==> src/rtl/uart_rx_fifo_pkg.sv <==
// Shared defaults for the UART receive buffer slice.
package uart_rx_fifo_pkg;

    localparam int NB_DATA_DEFAULT = 8;
    localparam int NB_ADDR_DEFAULT = 4;

endpackage

==> src/rtl/fifo_regfile.sv <==
// Storage array for the receive buffer: synchronous write, asynchronous read, no reset.
module fifo_regfile #(
    parameter int NB_DATA = 8,
    parameter int NB_ADDR = 4
) (
    input  logic               i_clk,
    input  logic               i_we,
    input  logic [NB_ADDR-1:0] i_waddr,
    input  logic [NB_DATA-1:0] i_wdata,
    input  logic [NB_ADDR-1:0] i_raddr,
    output logic [NB_DATA-1:0] o_rdata
);

    localparam int unsigned DEPTH = 2 ** NB_ADDR;

    logic [NB_DATA-1:0] mem_q [DEPTH];

    always_ff @(posedge i_clk) begin
        if (i_we) begin
            mem_q[i_waddr] <= i_wdata;
        end
    end

    assign o_rdata = mem_q[i_raddr];

endmodule

==> src/rtl/uart_rx_fifo.sv <==
// Show-ahead receive byte buffer behind the UART receiver, with count/full/empty
// status and a sticky overflow flag for bytes dropped while full.
module uart_rx_fifo
    import uart_rx_fifo_pkg::*;
#(
    parameter int NB_DATA = NB_DATA_DEFAULT,
    parameter int NB_ADDR = NB_ADDR_DEFAULT
) (
    input  logic               i_clk,
    input  logic               i_reset,
    input  logic               i_wr,
    input  logic [NB_DATA-1:0] i_wr_data,
    input  logic               i_rd,
    output logic [NB_DATA-1:0] o_rd_data,
    output logic               o_empty,
    output logic               o_full,
    output logic [NB_ADDR:0]   o_count,
    output logic               o_overflow,
    input  logic               i_clr_ovf
);

    localparam logic [NB_ADDR:0] PTR_ONE = {{NB_ADDR{1'b0}}, 1'b1};

    logic [NB_ADDR:0] wr_ptr_q, wr_ptr_d;
    logic [NB_ADDR:0] rd_ptr_q, rd_ptr_d;
    logic             ovf_q, ovf_d;
    logic             empty, full, we, re, drop;

    // Extra pointer MSB separates full from empty when the address bits match.
    assign empty = (wr_ptr_q == rd_ptr_q);
    assign full  = (wr_ptr_q[NB_ADDR-1:0] == rd_ptr_q[NB_ADDR-1:0]) &&
                   (wr_ptr_q[NB_ADDR] != rd_ptr_q[NB_ADDR]);

    always_comb begin
        we       = i_wr & (~full | i_rd);
        re       = i_rd & ~empty;
        drop     = i_wr & full & ~i_rd;
        wr_ptr_d = wr_ptr_q;
        rd_ptr_d = rd_ptr_q;
        ovf_d    = ovf_q;
        if (we) begin
            wr_ptr_d = wr_ptr_q + PTR_ONE;
        end
        if (re) begin
            rd_ptr_d = rd_ptr_q + PTR_ONE;
        end
        if (i_clr_ovf) begin
            ovf_d = 1'b0;
        end
        if (drop) begin
            ovf_d = 1'b1;
        end
    end

    always_ff @(posedge i_clk or negedge i_reset) begin
        if (!i_reset) begin
            wr_ptr_q <= '0;
            rd_ptr_q <= '0;
            ovf_q    <= 1'b0;
        end else begin
            wr_ptr_q <= wr_ptr_d;
            rd_ptr_q <= rd_ptr_d;
            ovf_q    <= ovf_d;
        end
    end

    fifo_regfile #(
        .NB_DATA (NB_DATA),
        .NB_ADDR (NB_ADDR)
    ) u_regfile (
        .i_clk   (i_clk),
        .i_we    (we),
        .i_waddr (wr_ptr_q[NB_ADDR-1:0]),
        .i_wdata (i_wr_data),
        .i_raddr (rd_ptr_q[NB_ADDR-1:0]),
        .o_rdata (o_rd_data)
    );

    assign o_empty    = empty;
    assign o_full     = full;
    assign o_count    = wr_ptr_q - rd_ptr_q;
    assign o_overflow = ovf_q;

endmodule

==> config.mk <==
export PLATFORM = sky130hd
export DESIGN_NAME = uart_rx_fifo
export DESIGN_NICKNAME = d
export VERILOG_FILES = /design/src/rtl/uart_rx_fifo_pkg.sv /design/src/rtl/fifo_regfile.sv /design/src/rtl/uart_rx_fifo.sv
export SDC_FILE = /design/constraint.sdc
export NUM_CORES = 1
export LEC_CHECK = 0
export ABC_CLOCK_PERIOD_IN_PS = 6800
export CAP_MARGIN = 10
export CORE_MARGIN = 2
export CORE_UTILIZATION = 40
export CTS_CLUSTER_DIAMETER = 100
export CTS_CLUSTER_SIZE = 14
export DETAILED_ROUTE_END_ITERATION = 7
export DONT_BUFFER_PORTS = 1
export GPL_TIMING_DRIVEN = 0
export SYNTH_ARGS = -nofsm -noshare
export SYNTH_HDL_FRONTEND = slang
export SYNTH_HIERARCHICAL = 1
export SYNTH_SLANG_ARGS = --single-unit
==> constraint.sdc <==
create_clock -name i_clk -period 6.8 [get_ports i_clk]
set_input_delay 1.02 -clock i_clk [delete_from_list [all_inputs] [get_ports i_clk]]
set_output_delay 1.02 -clock i_clk [all_outputs]
set_load 0.02 [all_outputs]
==> results of run 1 <==
[stage by stage]
stage               utilization [%]  worst slack [ns]  area (um2)  hold WS, ns  power, mW
finish                         47.1              3.29        6540        0.290       3.03
global route                   47.1              3.20        6540        0.272       3.16
CTS                            47.0              3.32        6530        0.270       3.05
detailed placement             42.6              3.34        5920        0.560       2.13
global placement               42.6              3.43        5910        0.557       2.11
floorplan                         -              4.10        5680        0.526       1.90
[power by group]
part / leakage, nW / switching, mW / internal (mW) / total, mW
Combinational: 0.642 / 0.583 / 0.385 / 0.968
Sequential: 1.29 / 0.0927 / 1.05 / 1.14
Clock: 0.299 / 0.333 / 0.583 / 0.916
[worst reg2reg max path, delay by kind of cell, from the launching register on]
kind	cells	cell delay [ns]
AO/OA/AOI/OAI	1	0.10
flip-flops	1	0.62
adder cells (fa/ha/maj)	1	0.33
buffers and inverters	2	0.24
AND/OR/NAND/NOR	3	1.36
[registers in the layout, summed over array words and instances (netlist names)]
signal,flops
u_regfile/mem_q,128
wr_ptr_q,5
rd_ptr_q,5
o_overflow,1
[cell usage after synthesis]
cell type        number
o21ai_0               1
nor2_1               19
buf_2                 3
mux4_2               18
and2_1                1
nor2b_1               1
nand4_2               1
nor3_2                1
o21ai_2               1
nand2_1              12
dfrtp_1              11
nand2b_1              2
xnor2_2               1
a21oi_1               2
mux2_4                1
mux2_2                1
buf_6                 3
o31ai_4               1
inv_1                 9
a21o_1                2
nor4_2                1
fa_1                  1
ha_1                  6
or3b_2                1
nor3_1                5
clkdlybuf4s25_2       3
a22oi_1              16
buf_4                 1
nand3_1               3
edfxtp_1            128
xor2_1                6
mux4_1               14
xnor2_1               6
and2b_1               1
nand3b_1              2
[cell usage in the layout, fill, tap and decap left out, drive strengths merged, types with 6 or more instances in the layout]
master,instances
dfrtp,11
ha,6
edfxtp,128
xor2,6
a22oi,16
mux4,32
xnor2,7
clkinv,6
nor3,6
nand2,12
clkbuf,23
nor2,19
buf,9
inv,9
[cells by family after synthesis]
| family | Yosys count | synth area share, % |
|---|---|---|
| AOI/OAI and AO/OA | 23 | 3.17 |
| and+or+nand+nor | 50 | 4.36 |
| DFF | 139 | 72.5 |
| muxes | 34 | 14.1 |
| xor gates and xnor gates | 13 | 2.14 |
| buffers and inverters | 19 | 2.11 |
| adders and majority gates | 7 | 1.67 |
[routing by layer]
layer	global-route usage, %	routed length [um]	vias up
met5	0	0	-
met2	25.9	5520	99
li1	-	-	1205
met1	20.7	4550	1358
met3	5.90	982	16
met4	6.18	175	0
[path summary, 6_finish.rpt]
check | startpoint | endpoint
setup / recovery | rd_ptr_q[0]$_DFFE_PN0P_ | o_rd_data[2]
hold / removal | i_reset | o_overflow$_DFFE_PN0P_
setup reg to reg | wr_ptr_q[0]$_DFFE_PN0P_ | u_regfile/mem_q[2][3]$_DFFE_PP_
hold reg to reg | rd_ptr_q[4]$_DFFE_PN0P_ | rd_ptr_q[4]$_DFFE_PN0P_
max in group asynchronous | i_reset | wr_ptr_q[0]$_DFFE_PN0P_
min in group i_clk | rd_ptr_q[4]$_DFFE_PN0P_ | rd_ptr_q[4]$_DFFE_PN0P_
[cell type report]
type | instances | share of cell area (%)
sequential | 139 | 62.9
multi-input combinational | 127 | 22.1
clock buffer | 22 | 8.07
tap | 180 | 3.44
buffer | 10 | 1.32
clock inverter | 10 | 1.26
inverter | 9 | 0.516
timing repair buffer | 3 | 0.306
==> key figures, run 1 <==
Run status
  • Status: finished clean

Floorplanning
  • Die span in y: about 120 um
  • Die Wd: about 120 um
  • Initial core utilization: 40.9%
  • Top Ports: 29
  • Core ar.: approximately 14000 um2
  • FP Rows: 43
  • Die ar.: between 15000 and 20000 um2

Flow run
  • # Max-Cap Violations: 0

Placement
  • Placed insts: 466
  • I/O Buffers: 0
  • Placer Congestion: 0.713
  • DPL Wire Length: just over 7000 um

Final layout
  • Share of cells above drive strength 1: a little under a quarter
  • Area Growth Syn to Fin: 15.1%
  • Final Non-Filler Cells: 500
  • Number of antenna diodes: 0
  • Multi-input logic area: around 1400 um2
  • Fillers: between 1000 and 1500
  • FF+latch area: between 4000 and 5000 um2
  • Nets: about 330

Worst setup path
  • Crit Path Max Fanout: 10
  • Top Family by Delay on Critical Path: multiplexers
  • Crit start category: flip-flop
  • Crit path max-delay cell type: mux4_1
  • Reg2Reg Depth: 7
  • WP depth: 5
  • Crit path buffers/inverters: 2
  • Crit path kind: flip-flop to output pin
  • CP arrival: between 2 and 2.5 ns
  • R2r setup slk: roughly 3.8 ns
  • Worst path required time: between 5 and 6 ns
  • Most frequent CP cell: buf_6
  • Crit-path max cell delay: 0.61 ns
  • Crit end category: output pin
  • Worst path cell trace: buf_6 -> buf_6 -> mux4_1 -> a22oi_1 -> nand2_1

Drt
  • DRT iter0 DRCs: between 200 and 250
  • Vias: between 2000 and 3000
  • Post-route ant nets: 0
  • Routed WL: around 11000 um
  • DR WL/cell: 22.5 um
  • Drt pass-1 iters: 4
  • Via density: approximately 5.4
  • DRC Markers: 0

Synthesis
  • Seq/Total Area, Yosys: 72.5%
  • Synthesis Warnings: 6
  • Post-Syn Nets: approximately 300
  • Cell taking the most area after synthesis: edfxtp_1
  • Number of synthesized register bits: ~140
  • Synth top area share: ~68%
  • Synth cell types: 35
  • Top cells by area, synth: edfxtp_1 68%, mux4_2 7.1%, mux4_1 6.5%, dfrtp_1 4.8%, a22oi_1 2.1%
  • Post-synthesis cell area: between 5000 and 6000 um2
  • Syn avg cell area: 19.9 um2
  • Cells after synthesis: approximately 290

STA
  • Slew Limit Fails: 0
  • Final period utilization: about half
  • Slew HR: between 40 and 50%
  • Fmax: 285 MHz
  • TNS Setup: 0 ns
  • RSZ-0062 raised after global routing: no
  • Final Hold Fails: 0
  • Final Skew: 0.00940 ns
  • Tmin final: between 3 and 4 ns
  • Tightest Pin Transition: slightly below 0.9 ns
  • Final setup viols: 0

Clock tree
  • Register clock-pin slew on the reported worst setup and hold paths: ~0.06 ns
  • Longest Clk Path Bufs: 2
  • CTS H-tree depth: 4
  • # Post-CTS Setup Buffers: 0
  • Number of CTS-inserted buffers: 17
  • Clock sink count: approximately 140
  • CTS tree: done
  • Post-CTS Hold Fix Bufs: 0
  • Worst skew pair latency: around 0.42 ns
  • CTS root buffer: clkbuf_16
  • Cts repair resizes: 0

Power and ir drop
  • Leakage: 2.23 nW
  • Peak supply drop: between 300 and 400 uV
  • Pwr/cell area: approximately 460 nW/um2

Global route
  • Initial antenna violation count: 0
  • Vias in the first global route: between 2000 and 3000
  • First-pass GRT wire length: around 17000 um
  • Remaining Overflow, GRT: 0
  • Pin count of the biggest net entering global routing: 17
  • Total track usage: 16.4%

Worst hold path
  • Hold Path Class: input pin to async pin
Power figures use the tool's default switching activity.
==> inputs of run 2 (changes only) <==
ABC_CLOCK_PERIOD_IN_PS = 3600   (was 6800)
clock period = 3.6 ns   (was 6.8 ns; I/O delays follow)
==> key figures, run 2 (synthesis gave the netlist of run 1 again) <==
Clock tree
  • Worst skew pair latency: 0.42 ns (about the same)
  • Post-CTS Hold Fix Bufs: 1 (+1)
  • Register clock-pin slew on the reported worst setup and hold paths: 0.06 ns (about the same)
  • Clock sink count: 139 (unchanged)
  • CTS root buffer: clkbuf_16
  • CTS tree: done
  • Longest Clk Path Bufs: 2 (unchanged)
  • Cts repair resizes: 0 (unchanged)
  • # Post-CTS Setup Buffers: 0 (unchanged)
  • CTS H-tree depth: 4 (unchanged)
  • Number of CTS-inserted buffers: 17 (unchanged)

Flow run
  • # Max-Cap Violations: 0 (unchanged)

Placement
  • I/O Buffers: 0 (unchanged)
  • Placed cell area: 5920 um2 (unchanged)
  • Placer Congestion: 0.713 (unchanged)
  • DPL Wire Length: 7270 um (unchanged)

Floorplanning
  • Die span in y: 123 um (unchanged)
  • Initial core utilization: 40.9% (unchanged)
  • Die ar.: 15200 um2 (unchanged)
  • FP Rows: 43 (unchanged)
  • Core ar.: 13900 um2 (unchanged)
  • Die Wd: 123 um (unchanged)
  • Top Ports: 29 (unchanged)

Drt
  • DRC Markers: 0 (unchanged)
  • DR WL/cell: 22.4 um (-0.32%)
  • Metal-1 WL: 4640 um (+1.9%)
  • Drt pass-1 iters: 4 (unchanged)
  • DRT iter0 DRCs: 191 (-9.9%)
  • Routed WL: 11200 um (-0.12%)
  • Vias: 2697 (+0.71%)
  • Uppermost routed layer: met4
  • Via density: 5.38 (+0.51%)
  • Routed wl met2: 5530 um (+0.31%)
  • Wire length on met3: 932 um (-5.1%)
  • Post-route ant nets: 0 (unchanged)

STA
  • Slew Limit Fails: 0 (unchanged)
  • Final Hold Fails: 0 (unchanged)
  • RSZ-0062 raised after global routing: no
  • TNS Setup: 0 ns (unchanged)
  • Slew HR: 39.8% (-1.0 points)
  • Final Skew: 0.0113 ns (+0.00192 ns)
  • Final setup viols: 0 (unchanged)
  • Final period utilization: approximately 85%
  • Tightest Pin Transition: 0.899 ns (+0.0150 ns)
  • Fmax: 328 MHz
  • Tmin final: 3.05 ns

Worst setup path
  • Most frequent CP cell: inv_1
  • Crit start category: flip-flop
  • CP arrival: 3.09 ns (+0.60 ns)
  • R2r setup slk: 0.55 ns (-3.22 ns)
  • Worst path required time: 3.64 ns (-2.14 ns)
  • Crit path buffers/inverters: 2 (unchanged)
  • Crit end category: flip-flop
  • Crit path max-delay cell type: nor2_1
  • Crit-path max cell delay: 0.68 ns (+0.07 ns)
  • Crit path kind: flip-flop to flip-flop
  • Crit Path Max Fanout: 11 (+1)
  • Worst path cell trace: inv_1 -> ha_1 -> nand4_2 -> o31ai_4 -> inv_1 -> or3b_2 -> nor2_1
  • Top Family by Delay on Critical Path: simple AND/OR/NAND/NOR gates

Global route
  • Remaining Overflow, GRT: 0 (unchanged)
  • Vias in the first global route: 2813 (+0.32%)
  • Total track usage: 16.4% (unchanged)
  • Pin count of the biggest net entering global routing: 17 (unchanged)
  • Initial antenna violation count: 0 (unchanged)
  • First-pass GRT wire length: 16900 um (about the same)

Final layout
  • Area Growth Syn to Fin: 15.3%
  • Largest Register: u_regfile/mem_q
  • Share of cells above drive strength 1: 22.7% (-0.071 points)
  • Fillers: 1175 (unchanged)
  • Largest register FFs: 128 (unchanged)
  • FF+latch area: 4120 um2 (unchanged)
  • Multi-input logic area: 1450 um2 (unchanged)
  • Largest regs: u_regfile/mem_q (128), rd_ptr_q (5), wr_ptr_q (5)
  • Most frequent cells in the layout: 128 x edfxtp_1, 20 x clkbuf_16, 19 x nor2_1, 18 x mux4_2, 16 x a22oi_1
  • Nets: 328 (+0.31%)
  • Commonest non-fill, non-tap cell in the layout: edfxtp_1
  • Post-layout instance area: 6550 um2 (+0.15%)
  • Number of antenna diodes: 0 (unchanged)

Worst hold path
  • Hold Path Class: input pin to flip-flop

Run status
  • Status: finished clean

Power and ir drop
  • Pwr/cell area: 872 nW/um2 (+89%)
  • Leakage: 2.23 nW (+0.19%)
  • Peak supply drop: 665 uV (+89%)
run 2: cell types whose count changed in the layout (fill, tap and decap cells not counted), sizes merged:
cell / before / now
dlygate4sd3: 0 / 1
run 2: per-layer routing:
layer / track usage [%] / up-vias
met4: 6.18 / 0
li1: - / 1207
met5: 0 / -
met1: 20.8 / 1380
met3: 5.77 / 12
met2: 25.9 / 98
run 2: layout make-up:
cell class | instances | area share, %
tap | 180 | 3.44
clock inverter | 10 | 1.26
buffer | 10 | 1.32
inverter | 9 | 0.515
timing repair buffer | 4 | 0.458
multi-input combinational | 127 | 22.1
clock buffer | 22 | 8.06
sequential | 139 | 62.8
run 2: power breakdown:
group	total (mW)	switching, mW	internal [mW]
registers	2.16	0.175	1.98
clock network	1.73	0.625	1.10
logic	1.83	1.10	0.728
run 2: stage by stage:
step | total power [mW] | instances | utilization [%] | setup slack, ns | hold slack, ns
global placement | 3.98 | 465 | 42.6 | 0.230 | 0.245
finish | 5.71 | 501 | 47.2 | 0.548 | 0.217
floorplan | 3.59 | 285 | - | 0.898 | 0.244
global route | 5.97 | 501 | 47.2 | 0.341 | 0.198
CTS | 5.76 | 499 | 47.1 | 0.130 | 0.196
detailed placement | 4.02 | 466 | 42.6 | 0.136 | 0.245
run 2: worst paths after layout:
path                                               from                         endpoint  cells after the start
max in group asynchronous                       i_reset          wr_ptr_q[0]$_DFFE_PN0P_                      1
worst min-delay path                       i_wr_data[7]  u_regfile/mem_q[0][7]$_DFFE_PP_                      0
worst max-delay path            wr_ptr_q[0]$_DFFE_PN0P_  u_regfile/mem_q[3][3]$_DFFE_PP_                      7
worst min register to register  wr_ptr_q[4]$_DFFE_PN0P_          wr_ptr_q[4]$_DFFE_PN0P_                      1
min in group asynchronous                       i_reset          rd_ptr_q[3]$_DFFE_PN0P_                      1
worst max register to register  wr_ptr_q[0]$_DFFE_PN0P_  u_regfile/mem_q[3][3]$_DFFE_PP_                      7
